**src/rtl/if_stage_if.sv**
```systemverilog
// ============================================================================
// Module      : if_stage_if
// Description : Signal bundle for the instruction-fetch stage: the
//               instruction-memory request/grant/response channel and the
//               decode-facing instruction channel with stall/redirect.
//               master = fetch stage, slave = memory + decode/execute side.
// Revision    : 1.0 - initial release
// ============================================================================
`default_nettype none

interface if_stage_if;
    // Instruction-memory channel
    logic        imem_req;
    logic [31:0] imem_addr;
    logic        imem_gnt;
    logic        imem_rvalid;
    logic [31:0] imem_rdata;

    // Pipeline control from decode / execute
    logic        stall;
    logic        redirect;
    logic [31:0] redirect_pc;

    // Instruction channel toward decode
    logic        instr_valid;
    logic [31:0] instr;
    logic [31:0] pc;
    logic [31:0] pc_plus4;

    modport master (
        output imem_req,
        output imem_addr,
        input  imem_gnt,
        input  imem_rvalid,
        input  imem_rdata,
        input  stall,
        input  redirect,
        input  redirect_pc,
        output instr_valid,
        output instr,
        output pc,
        output pc_plus4
    );

    modport slave (
        input  imem_req,
        input  imem_addr,
        output imem_gnt,
        output imem_rvalid,
        output imem_rdata,
        output stall,
        output redirect,
        output redirect_pc,
        input  instr_valid,
        input  instr,
        input  pc,
        input  pc_plus4
    );
endinterface

`default_nettype wire

```
**src/rtl/if_stage.sv**
```systemverilog
// ============================================================================
// Module      : if_stage
// Description : RV32 instruction-fetch stage. Owns the fetch PC, issues word
//               requests to instruction memory (request/grant, in-order
//               responses), buffers returned words with their PCs in a small
//               FIFO and presents one instruction per cycle to decode.
//               Redirects flush the FIFO and discard in-flight responses.
// Revision    : 1.0 - initial release
// ============================================================================
`default_nettype none

module if_stage #(
    parameter logic [31:0] RESET_PC = 32'h0000_0000,
    parameter int          DEPTH    = 2
) (
    input  wire logic  clk,
    input  wire logic  rst_n,
    if_stage_if.master bus
);

    // ------------------------------------------------------------------------
    // Constants
    // ------------------------------------------------------------------------
    localparam int          c_PW        = $clog2(DEPTH);
    localparam int          c_CW        = $clog2(DEPTH) + 1;
    localparam logic [31:0] c_NOP       = 32'h0000_0013;
    localparam logic [31:0] c_WORD      = 32'h0000_0004;
    localparam logic [31:0] c_ALIGN     = 32'hFFFF_FFFC;
    // One extra bit so the occupancy sum can never wrap before comparison
    localparam logic [c_CW:0] c_DEPTH_EXT = (c_CW + 1)'(DEPTH);

    // ------------------------------------------------------------------------
    // State
    // ------------------------------------------------------------------------
    logic [31:0]      r_fetch_pc;     // address of the next request to issue
    logic [31:0]      r_resp_pc;      // PC that the next kept response belongs to
    logic [c_CW-1:0]  r_count;        // FIFO occupancy
    logic [c_CW-1:0]  r_outst;        // granted requests not yet answered
    logic [c_CW-1:0]  r_discard;      // of those, how many belong to a flushed path
    logic [c_PW-1:0]  r_rd_ptr;
    logic [c_PW-1:0]  r_wr_ptr;
    logic [31:0]      r_fifo_pc   [DEPTH];
    logic [31:0]      r_fifo_word [DEPTH];

    // ------------------------------------------------------------------------
    // Combinational control
    // ------------------------------------------------------------------------
    logic             w_redirect;
    logic [31:0]      w_redirect_pc;
    logic             w_valid;
    logic             w_pop;
    logic             w_rsp;
    logic             w_drop;
    logic             w_push;
    logic [c_CW:0]    w_occ;
    logic             w_req;
    logic             w_issue;

    // Redirect only has meaning while out of reset
    assign w_redirect    = rst_n & bus.redirect;
    assign w_redirect_pc = bus.redirect_pc & c_ALIGN;

    // Head is visible unless the FIFO is empty or the path is being flushed
    assign w_valid = rst_n & ~bus.redirect & (r_count != '0);
    assign w_pop   = w_valid & ~bus.stall;

    // A response with nothing outstanding is a protocol violation and ignored
    assign w_rsp   = rst_n & bus.imem_rvalid & (r_outst != '0);
    assign w_drop  = w_rsp & (r_discard != '0);
    assign w_push  = w_rsp & ~w_drop & ~bus.redirect;

    // Every outstanding request owns a FIFO slot, so a push can never find
    // the FIFO full; a slot freed by this cycle's pop may be reused at once.
    assign w_occ   = {1'b0, r_count} + {1'b0, r_outst} - {{c_CW{1'b0}}, w_pop};
    assign w_req   = rst_n & ~bus.redirect & (w_occ < c_DEPTH_EXT);
    assign w_issue = w_req & bus.imem_gnt;

    // ------------------------------------------------------------------------
    // Fetch PC: advances on every granted request, reloads on redirect
    // ------------------------------------------------------------------------
    always_ff @(posedge clk) begin
        if (!rst_n) begin
            r_fetch_pc <= RESET_PC;
        end else if (w_redirect) begin
            r_fetch_pc <= w_redirect_pc;
        end else if (w_issue) begin
            r_fetch_pc <= r_fetch_pc + c_WORD;
        end
    end

    // ------------------------------------------------------------------------
    // Response PC: tags each kept response, tracks the fetch PC in grant order
    // ------------------------------------------------------------------------
    always_ff @(posedge clk) begin
        if (!rst_n) begin
            r_resp_pc <= RESET_PC;
        end else if (w_redirect) begin
            r_resp_pc <= w_redirect_pc;
        end else if (w_push) begin
            r_resp_pc <= r_resp_pc + c_WORD;
        end
    end

    // ------------------------------------------------------------------------
    // Occupancy, outstanding and discard bookkeeping
    // ------------------------------------------------------------------------
    always_ff @(posedge clk) begin
        if (!rst_n) begin
            r_count   <= '0;
            r_outst   <= '0;
            r_discard <= '0;
        end else if (w_redirect) begin
            // Every request still in flight after this cycle belongs to the
            // abandoned path; r_outst already includes any earlier discards,
            // so the new discard count is simply what remains outstanding.
            r_count   <= '0;
            r_outst   <= r_outst - c_CW'(w_rsp);
            r_discard <= r_outst - c_CW'(w_rsp);
        end else begin
            r_count   <= r_count + c_CW'(w_push) - c_CW'(w_pop);
            r_outst   <= r_outst + c_CW'(w_issue) - c_CW'(w_rsp);
            if (w_drop) begin
                r_discard <= r_discard - c_CW'(1);
            end
        end
    end

    // ------------------------------------------------------------------------
    // FIFO read/write pointers
    // ------------------------------------------------------------------------
    always_ff @(posedge clk) begin
        if (!rst_n) begin
            r_rd_ptr <= '0;
            r_wr_ptr <= '0;
        end else if (w_redirect) begin
            r_rd_ptr <= '0;
            r_wr_ptr <= '0;
        end else begin
            if (w_pop) begin
                r_rd_ptr <= r_rd_ptr + c_PW'(1);
            end
            if (w_push) begin
                r_wr_ptr <= r_wr_ptr + c_PW'(1);
            end
        end
    end

    // ------------------------------------------------------------------------
    // FIFO storage: written on push, contents qualified by r_count
    // ------------------------------------------------------------------------
    always_ff @(posedge clk) begin
        if (w_push) begin
            r_fifo_pc[r_wr_ptr]   <= r_resp_pc;
            r_fifo_word[r_wr_ptr] <= bus.imem_rdata;
        end
    end

    // ------------------------------------------------------------------------
    // Outputs toward memory and decode; head of FIFO is read combinationally
    // ------------------------------------------------------------------------
    always_comb begin
        bus.imem_req    = w_req;
        bus.imem_addr   = r_fetch_pc;
        bus.instr_valid = w_valid;
        bus.instr       = c_NOP;
        bus.pc          = 32'h0000_0000;
        if (w_valid) begin
            bus.instr = r_fifo_word[r_rd_ptr];
            bus.pc    = r_fifo_pc[r_rd_ptr];
        end
        bus.pc_plus4    = bus.pc + c_WORD;
    end

endmodule

`default_nettype wire

```
**src/flat_wrapper.sv**
```systemverilog
// flat-port wrapper written by rule: the top's interface ports become plain ports
module if_stage_flat 
#(
    parameter logic [31:0] RESET_PC = 32'h0000_0000,
    parameter int          DEPTH    = 2
)
  (clk, rst_n, bus_imem_req, bus_imem_addr, bus_imem_gnt, bus_imem_rvalid, bus_imem_rdata, bus_stall, bus_redirect, bus_redirect_pc, bus_instr_valid, bus_instr, bus_pc, bus_pc_plus4);
  if_stage_if bus_i ();
  input  wire logic clk;
  input  wire logic rst_n;
  output wire logic [$bits(bus_i.imem_req)-1:0] bus_imem_req;
  output wire logic [$bits(bus_i.imem_addr)-1:0] bus_imem_addr;
  input wire logic [$bits(bus_i.imem_gnt)-1:0] bus_imem_gnt;
  input wire logic [$bits(bus_i.imem_rvalid)-1:0] bus_imem_rvalid;
  input wire logic [$bits(bus_i.imem_rdata)-1:0] bus_imem_rdata;
  input wire logic [$bits(bus_i.stall)-1:0] bus_stall;
  input wire logic [$bits(bus_i.redirect)-1:0] bus_redirect;
  input wire logic [$bits(bus_i.redirect_pc)-1:0] bus_redirect_pc;
  output wire logic [$bits(bus_i.instr_valid)-1:0] bus_instr_valid;
  output wire logic [$bits(bus_i.instr)-1:0] bus_instr;
  output wire logic [$bits(bus_i.pc)-1:0] bus_pc;
  output wire logic [$bits(bus_i.pc_plus4)-1:0] bus_pc_plus4;
  assign bus_imem_req = bus_i.imem_req;
  assign bus_imem_addr = bus_i.imem_addr;
  assign bus_i.imem_gnt = bus_imem_gnt;
  assign bus_i.imem_rvalid = bus_imem_rvalid;
  assign bus_i.imem_rdata = bus_imem_rdata;
  assign bus_i.stall = bus_stall;
  assign bus_i.redirect = bus_redirect;
  assign bus_i.redirect_pc = bus_redirect_pc;
  assign bus_instr_valid = bus_i.instr_valid;
  assign bus_instr = bus_i.instr;
  assign bus_pc = bus_i.pc;
  assign bus_pc_plus4 = bus_i.pc_plus4;
  if_stage #(.RESET_PC(RESET_PC), .DEPTH(DEPTH)) u_core (.clk(clk), .rst_n(rst_n), .bus(bus_i));
endmodule
```
**config.mk**
```make
export PLATFORM = sky130hd
export DESIGN_NAME = if_stage_flat
export DESIGN_NICKNAME = d
export VERILOG_FILES = /design/src/rtl/if_stage_if.sv /design/src/rtl/if_stage.sv /design/src/flat_wrapper.sv
export SDC_FILE = /design/constraint.sdc
export NUM_CORES = 1
export LEC_CHECK = 0
export ABC_AREA = 1
export ABC_CLOCK_PERIOD_IN_PS = 6500
export CAP_MARGIN = 20
export CORE_UTILIZATION = 45
export CTS_BUF_LIST = sky130_fd_sc_hd__clkbuf_8
export DETAILED_ROUTE_END_ITERATION = 10
export PLACE_DENSITY = 0.71
export SLEW_MARGIN = 10
export SYNTH_ARGS = -nofsm -noshare
export SYNTH_HDL_FRONTEND = slang
export SYNTH_SLANG_ARGS = --single-unit
```
**constraint.sdc**
```tcl
create_clock -name clk -period 6.5 [get_ports clk]
set_input_delay 1.95 -clock clk [delete_from_list [all_inputs] [get_ports clk]]
set_output_delay 1.95 -clock clk [all_outputs]
set_load 0.005 [all_outputs]
```
After elaboration in Yosys (flattened, before gate mapping)
Memories as Yosys holds them, arrays and structs flattened. A register that Yosys moved wholly into a read port is not among the register bits.
Index checks and enable logic that the tools add are counted.
{"block": "op_classes", "addsub": 13, "n_reduce_logical": 7, "n_mux": 15, "n_lt_le_gt_ge": 1, "n_bitwise": 15}
{"op": "$mux 32", "n": 6}
{"op": "$add 32x3->32 const B", "n": 3}
{"op": "$reduce_bool 2->1", "n": 6}
{"op": "$and 1x1->1", "n": 11}
{"op": "$mux 1", "n": 6}
{"op": "$mux 2", "n": 3}
{"op": "$sub 2x1->2", "n": 3}
{"op": "$add 2x1->2", "n": 2}
{"op": "$not 1->1", "n": 4}
{"op": "$add 2x2->3", "n": 1}
{"op": "$lt 3x2->1 const B", "n": 1}
{"op": "$sub 3x1->3", "n": 1}
{"op": "$add 1x1->1 const B", "n": 2}
{"op": "$reduce_or 2->1", "n": 1}
{"op": "$sub 2x1->2 const B", "n": 1}
{"block": "totals", "out_inout_bits": 130, "ramBits": 128, "wordCells": 62, "in_bits": 70, "reg_bits": 72, "mem_count": 2}
{"name": "u_core.r_fifo_pc", "words": 2, "word_bits": 32, "read_ports": 1, "rd_ports_with_merged_regs": 1, "write_ports": 1, "line_no": "if_stage.sv:42", "text": "logic [31:0] r_fifo_pc [DEPTH];"}
{"name": "u_core.r_fifo_word", "words": 2, "word_bits": 32, "read_ports": 1, "rd_ports_with_merged_regs": 1, "write_ports": 1, "line_no": "if_stage.sv:43", "text": "logic [31:0] r_fifo_word [DEPTH];"}

Depth between registers and ports, before layout
Gate-level depths: netlist of run 1.
{"block": "logic_depth", "ltp_word": 11, "mapped_depth": 20, "ltp_nobuf": 17}

Worst setup path before layout of run 1
OpenSTA, ideal clock, no wires.
{"block": "synth_path", "path_kind": "input -> output", "startpoint": "in rst_n", "endpoint": "out bus_pc_plus4[22]", "cell_stages": 16, "arrival_time_ns": 3.934, "setup_slack_ns": 0.616, "required_ns": 4.550, "path_buffers": 3, "cell_sequence": "buf_4 inv_2 nor2_4 nand2_1 clkbuf_1 buf_1 a21oi_1 ha_1 inv_1 a21oi_1 nand2_2 nor2_4 nand3_1 nor2_1 nand2_1 nand2_1"}
{"block": "synth_via", "elab_chain_len": 4}
{"element": "from (decl)", "line_no": "flat_wrapper.sv:10", "text": "input wire logic rst_n;"}
{"element": "$and 1x1->1 (2 in series)", "line_no": "if_stage.sv:64", "text": "assign w_valid = rst_n & ~bus.redirect & (r_count != '0);"}
{"element": "$mux 32", "line_no": "if_stage.sv:167", "text": "if (w_valid) begin"}
{"element": "named net bus_pc[3]", "line_no": "flat_wrapper.sv:21", "text": "output wire logic [$bits(bus_i.pc)-1:0] bus_pc;"}
{"element": "$add 32x3->32", "line_no": "if_stage.sv:171", "text": "bus.pc_plus4 = bus.pc + c_WORD;"}
{"element": "to (decl)", "line_no": "flat_wrapper.sv:22", "text": "output wire logic [$bits(bus_i.pc_plus4)-1:0] bus_pc_plus4;"}
The timed path passes the listed nets, and every way through them passes these cells.

Worst setup path after layout of run 1
{"block": "layout_path", "startpoint": "in rst_n", "endpoint": "out bus_imem_req"}
{"block": "layout_via", "elab_chain_len": 6}
{"element": "$and 1x1->1 (2 in series)", "line_no": "if_stage.sv:64"}
{"element": "$and 1x1->1", "line_no": "if_stage.sv:65", "text": "assign w_pop = w_valid & ~bus.stall;"}
{"element": "named net u_core.w_pop", "line_no": "if_stage.sv:51", "text": "logic w_pop;"}
{"element": "$sub 3x1->3", "line_no": "if_stage.sv:74", "text": "assign w_occ = {1'b0, r_count} + {1'b0, r_outst} - {{c_CW{1'b0}}, w_pop};"}
{"element": "$lt 3x2->1", "line_no": "if_stage.sv:75", "text": "assign w_req = rst_n & ~bus.redirect & (w_occ < c_DEPTH_EXT);"}
{"element": "$and 1x1->1", "line_no": "if_stage.sv:75"}
{"element": "to (decl)", "line_no": "flat_wrapper.sv:11", "text": "output wire logic [$bits(bus_i.imem_req)-1:0] bus_imem_req;"}
The timed path passes the listed nets, and every way through them passes these cells.

==> run summary, run 1 <==
status -> finished clean
final std cells w/o fill -> 1888
VDD IR-drop max -> 0.114 mV
Cells after Synth -> 1385
fill count -> 2071
IO Pins -> 200
grt total ovfl -> 0
Final Hold Fails -> 0
clk_lat worst skew -> 0.48 ns
RSZ-0062 raised after global routing -> false
setup TNS -> 0 ns
commonest cells after routing, fill and taps aside -> nand2_1 (462), clkdlybuf4s50_1 (189), nor2_1 (163)
Mapped Area -> 10400 µm²
leakage dissipation -> 0.00529 µW
vias after detailed routing -> 9718
initial cell density of the core -> 45.9%
Tmin final -> 6.25 ns
share of cells above drive strength 1 -> 6.86%
H-tree Lvls -> 4
Synth warnings -> 0
IO buf count -> 191
antenna diode count -> 0
Worst-Margin Slew -> 0.695 ns
Worst Skew -> 0.0142 ns
post-synthesis compound-gate area fraction -> 8.46%
Setup Buffers After CTS -> 0
commonest non-fill, non-tap cell in the layout -> nand2_1
PwrDens -> 184 nW/µm²
Reg clk slew, reported paths -> 0.11 ns
sw frac -> 27.9%
CTS tree -> built
Antenna Nets Post-Route -> 0
Sequential Power Share -> 57.1%
# rows -> 55
Setup WS pre-CTS -> -0.0896 ns
Simple-Gate Fraction of Synth Area -> 31.9%
Post-Synth XOR/XNOR Area -> 1.60%
Final Core Density -> 58.4%
NumNets Final -> 1670
Synth cell types -> 38
Synth Area per Inst -> 7.53 µm²
vias in the first global route -> 9008
Hold Path Class -> flip-flop to flip-flop
main combinational cell family by area after synthesis -> simple AND/OR/NAND/NOR gates
first-pass GRT wire length -> 45500 µm
#FFs+latches synth -> 193
Synth Area in Adders -> 1.27%
DR iter-0 viols -> 733
Int Pwr -> 1760 µW
Final Max Slew Viols -> 0
post-synthesis mux area share -> 0%
height of the die -> 154 µm
via-per-instance ratio -> 5.15
count of hold-fix buffers inserted at cts -> 0
Final Wtd Congestion -> 0.935
worst path required time -> 4.55 ns
Gate power share -> 9.5%
power share of the clock group -> 33.4%
root buf cell -> clkbuf_8
Storage cell area -> 5110 µm²
clock buffer count from CTS -> 17
total track usage -> 24.0%
fmax -> 160 MHz
Clock Path Buffers -> 2
WL/cell -> 14.9 µm
Setup-failing EPs final -> 0
post-route setup slack -> 0.246 ns
CP arrival -> 4.30 ns
Total Wirelength -> 28200 µm
initial antenna violation count -> 0
Area growth, synth to finish -> 27.2%
DRC violations left -> 0
Setup CP Type -> primary input to output port
CORE AREA -> 22700 µm²
max-cap viol count -> 0
Slew Limit Headroom -> 53.6%
CP Max Fanout -> 3
crit start category -> primary input
sequential element share of the synthesized area -> 49.0%
largest net degree at the start of global routing -> 53
DR pass1 iterations -> 5
Die Width -> 154 µm
Placed Cells -> 1855
Switch Pwr -> 679 µW
crit share post-route -> 96.2%
HPWL Detailed -> 20700 µm
CP Capture Type -> output port
Multi-input gate area -> 4550 µm²
Clock Sinks -> 193
die area -> 23800 µm²
==> power groups by stage <==
stage,clock [µW],combinational (µW),sequential (µW)
floorplan,0,123,1400
global placement,0,224,1410
detailed placement,0,230,1420
CTS,827,232,1390
global route,877,260,1400
finish,814,232,1390
==> routing by layer <==
metal,GRT usage [%],part of all wire (%)
met5,0,0
met1,32.8,45
met4,8.10,1.9
met3,3.61,6.6
met2,39.0,46
==> synthesized netlist by cell type <==
cell      count  area share, %
dfxtp_1      69             13
or2_2         3           0.18
nand3_1     127            6.1
nor2_2       11           0.66
edfxtp_1    124             36
a21oi_1      83            4.0
clkinv_4      1          0.084
a211oi_1      1          0.072
xnor2_1       2           0.17
inv_1       134            4.8
a31oi_1       9           0.54
clkbuf_2      2          0.096
inv_2         5           0.18
buf_4        13           0.94
and2_1        1          0.060
nand2_1     464             17
nand4_1       5           0.30
nand2_2       2           0.12
clkbuf_1     14           0.50
nand3_2       2           0.19
fa_1          1           0.19
nor3_1        7           0.34
buf_1         8           0.29
nand3b_1      8           0.58
conb_1        1          0.036
buf_6         2           0.22
nor2_4        3           0.32
o21bai_1      7           0.50
nand2_4       1           0.11
ha_1          9            1.1
o21ai_1       2          0.096
xor2_1       17            1.4
clkinv_1      2          0.072
o211ai_1      6           0.43
o21ai_0      59            2.8
buf_2        12           0.58
nor2_8        1           0.19
nor2_1      167            6.0
==> flip-flops by register name (all words and copies together), names as in the netlist, named ones only <==
register / flops
u_core.r_fifo_pc: 60
u_core.r_discard: 2
u_core.r_outst: 2
u_core.r_rd_ptr: 1
u_core.r_fifo_word: 64
u_core.r_wr_ptr: 1
u_core.r_resp_pc: 30
u_core.r_count: 2
u_core.bus.imem_addr: 30
==> per-stage QoR <==
| stage | power, µW | hold WS [ns] | area [µm²] |
|---|---|---|---|
| 4_1_cts | 2450 | 0.532 | 13200 |
| 6_report | 2440 | 0.534 | 13300 |
| 3_5_place_dp | 1650 | 0.515 | 12800 |
| 5_1_grt | 2530 | 0.543 | 13300 |
| 2_1_floorplan | 1530 | 0.465 | 10400 |
| 3_3_place_gp | 1640 | 0.499 | 12800 |
==> layout make-up <==
class	count	share of cell area (%)
Clock buffer	17	1.77
Multi-Input combinational cell	1004	34.4
Clock inverter	15	1.56
Tap cell	285	2.69
Inverter	142	4.06
Sequential cell	193	38.5
Timing Repair Buffer	232	17.0
==> timing repair <==
| item | 4_1_cts | 5_1_grt |
|---|---|---|
| gates cloned | 0 | 0 |
| pin swaps | 1 | 0 |
| gates resized for setup | 4 | 2 |
| endpoints found under the setup margin | 4 | 14 |
==> kinds of logic (layout without fill, tap and decap cells) <==
group | Yosys count | count (layout)
simple gates | 802 | 802
buf+inv | 193 | 406
fa+ha+maj | 10 | 10
compound gates | 167 | 167
flops | 193 | 193
other cells | 1 | 6
xor+xnor | 19 | 19
==> final timing paths <==
| path | startpoint | to | slack [ns] | cells past startpoint |
|---|---|---|---|---|
| worst max-delay path | rst_n | bus_imem_req | 0.25 | 14 |
| worst min-delay path | u_core.r_resp_pc[31] | u_core.r_fifo_pc[1][31] | 0.53 | 0 |
| worst max register to register | u_core.r_count[1] | u_core.bus.imem_addr[17] | 3.23 | 19 |
| worst min register to register | u_core.r_resp_pc[31] | u_core.r_fifo_pc[1][31] | 0.53 | 0 |
==> worst max-delay path, cell delays in order <==
cell and delay [ns]:
dlygate4sd2_1 0.25, inv_2 0.07, nor2_4 0.10, nand2_2 0.11
nor2_2 0.16, ha_1 0.24, inv_1 0.07, nand2_1 0.07
fa_1 0.51, inv_1 0.05, nor2_2 0.13, nand2_1 0.06
inv_1 0.05, clkdlybuf4s50_1 0.50
Power figures use the tool's default switching activity.
==> run 2: changes to the inputs <==
--- a/config.mk
+++ b/config.mk
@@ -8,10 +8,12 @@
 export ABC_AREA = 1
 export ABC_CLOCK_PERIOD_IN_PS = 6500
 export CAP_MARGIN = 20
-export CORE_UTILIZATION = 45
+export CELL_PAD_IN_SITES_DETAIL_PLACEMENT = 1
+export CELL_PAD_IN_SITES_GLOBAL_PLACEMENT = 2
+export CORE_UTILIZATION = 31
 export CTS_BUF_LIST = sky130_fd_sc_hd__clkbuf_8
 export DETAILED_ROUTE_END_ITERATION = 10
-export PLACE_DENSITY = 0.71
+export PLACE_DENSITY_LB_ADDON = 0.1
 export SLEW_MARGIN = 10
 export SYNTH_ARGS = -nofsm -noshare
 export SYNTH_HDL_FRONTEND = slang
==> run 2 against run 1 <==
Net effect: largest cell class unchanged; clock skew is 0.013 ns higher; utilization is 17 points lower; highest routed layer unchanged; die area is 45% higher; total power is 1.5% higher.
==> run summary, run 2 (synthesis gave the netlist of run 1 again) <==
Area growth, synth to finish -> 29.9%
grt total ovfl -> 0
max reg flops -> 64
clk_lat worst skew -> 0.49 ns
Slew Limit Headroom -> 36.4%
Clock Sinks -> 193
crit start category -> primary input
via-per-instance ratio -> 4.66
CP Max Fanout -> 3
total track usage -> 20.0%
Reg with most FFs -> u_core.r_fifo_word
CORE AREA -> 32800 µm²
RSZ-0062 raised after global routing -> false
fmax -> 159 MHz
# rows -> 66
die area -> 34400 µm²
Worst-Margin Slew -> 0.952 ns
initial antenna violation count -> 0
Setup CP Type -> primary input to output port
Setup Buffers After CTS -> 0
Final Max Slew Viols -> 0
DRC violations left -> 0
post-route setup slack -> 0.198 ns
vias in the first global route -> 9731
WL/cell -> 16.1 µm
worst path required time -> 4.55 ns
Die Width -> 185 µm
Tmin final -> 6.30 ns
Min-Delay Endpoint -> u_core.r_fifo_pc[0][31]
max-cap viol count -> 0
IO Pins -> 200
R2R Path End -> u_core.r_outst[1]
H-tree Lvls -> 4
Final Hold Fails -> 0
largest net degree at the start of global routing -> 64
hold slack -> 0.521 ns
PwrDens -> 183 nW/µm²
Hold Path Class -> flip-flop to flip-flop
Antenna Nets Post-Route -> 0
Clock Path Buffers -> 2
CP Capture Type -> output port
share of cells above drive strength 1 -> 7.74%
initial cell density of the core -> 31.8%
Setup WS pre-CTS -> -0.211 ns
vias after detailed routing -> 9590
antenna diode count -> 0
crit share post-route -> 96.9%
commonest non-fill, non-tap cell in the layout -> nand2_1
NumNets Final -> 1683
HPWL Detailed -> 25100 µm
worst reg2reg path depth -> 17
DR iter-0 viols -> 333
height of the die -> 185 µm
Reg clk slew, reported paths -> 0.11 ns
Setup-failing EPs final -> 0
CP arrival -> 4.35 ns
Reg-to-Reg Start -> u_core.r_count[1]
status -> finished clean
clock buffer count from CTS -> 17
IO buf count -> 191
Final Wtd Congestion -> 0.834
hold path startpoint -> u_core.r_resp_pc[31]
Reg2Reg Setup Slack -> 3.36 ns
DR pass1 iterations -> 4
hold path depth -> 0
Top Registers -> u_core.r_fifo_word (64), u_core.r_fifo_pc (60)
commonest cells after routing, fill and taps aside -> nand2_1 (461), clkdlybuf4s50_1 (189), nor2_1 (164)
count of hold-fix buffers inserted at cts -> 0
Total Wirelength -> 33100 µm
leakage dissipation -> 0.00535 µW
root buf cell -> clkbuf_8
Worst Skew -> 0.0274 ns
first-pass GRT wire length -> 52800 µm
CTS tree -> built
VDD IR-drop max -> 0.118 mV
[run 2: worst max-delay path, stage by stage]
cell             delay, ns
dlygate4sd2_1         0.28
inv_2                 0.07
nor2_4                0.10
nand2_2               0.12
nor2_2                0.16
ha_1                  0.25
inv_1                 0.07
nand2_1               0.07
fa_1                  0.50
inv_1                 0.04
nor2_1                0.14
nand2_1               0.07
inv_1                 0.05
clkdlybuf4s50_1       0.48
[run 2: repair_timing]
action | 4_1_cts | 5_1_grt
setup endpoints to repair | 11 | 3
gates resized for setup | 6 | 2
gates cloned | 0 | 0
endpoints found under the hold margin | 0 | 0
[run 2: layout make-up]
cell class,instances,area [µm²]
Fill cell,4029,19200
Sequential cell,193,5110
Multi-Input combinational cell,1004,4560
Timing Repair Buffer,245,2340
Tap cell,442,553
Inverter,142,538
Clock buffer,17,234
Clock inverter,15,205
[run 2: how the worst max path moves through the flow]
stage	start	end	slack [ns]	cells past startpoint
6_report	rst_n	bus_imem_req	0.20	14
5_1_grt	bus_redirect	bus_pc_plus4[26]	0.03	18
2_1_floorplan	rst_n	bus_pc_plus4[22]	0.62	16
3_5_place_dp	rst_n	bus_pc_plus4[22]	-0.21	15
4_1_cts	bus_redirect	bus_pc_plus4[26]	0.14	18
3_3_place_gp	rst_n	bus_pc_plus4[26]	-0.15	16
[run 2: layer usage]
layer	vias to the layer above	global-route usage, %	wire length [µm]
met3	23	2.81	1120
met2	180	34.7	16000
met4	0	5.06	474
li1	4907	-	-
met5	-	0	0
met1	4480	26.0	15500
[run 2: power breakdown]
group / internal [µW] / leakage [µW] / switching, µW
Sequential: 1340 / 0.00172 / 52.7
Combinational: 114 / 0.00341 / 125
Clock: 336 / 0.000218 / 507
[run 2: per-stage QoR]
stage | util (%) | area, µm² | TNS, ns | power (µW) | std cells
finish | 41.3 | 13500 | 0 | 2470 | 2058
global route | 41.3 | 13500 | 0 | 2590 | 2058
CTS | 41.3 | 13500 | 0 | 2510 | 2058
detailed placement | 39.9 | 13100 | -1.44 | 1660 | 2026
global placement | 39.9 | 13100 | -0.846 | 1650 | 2026
floorplan | - | 10400 | 0 | 1530 | 1390
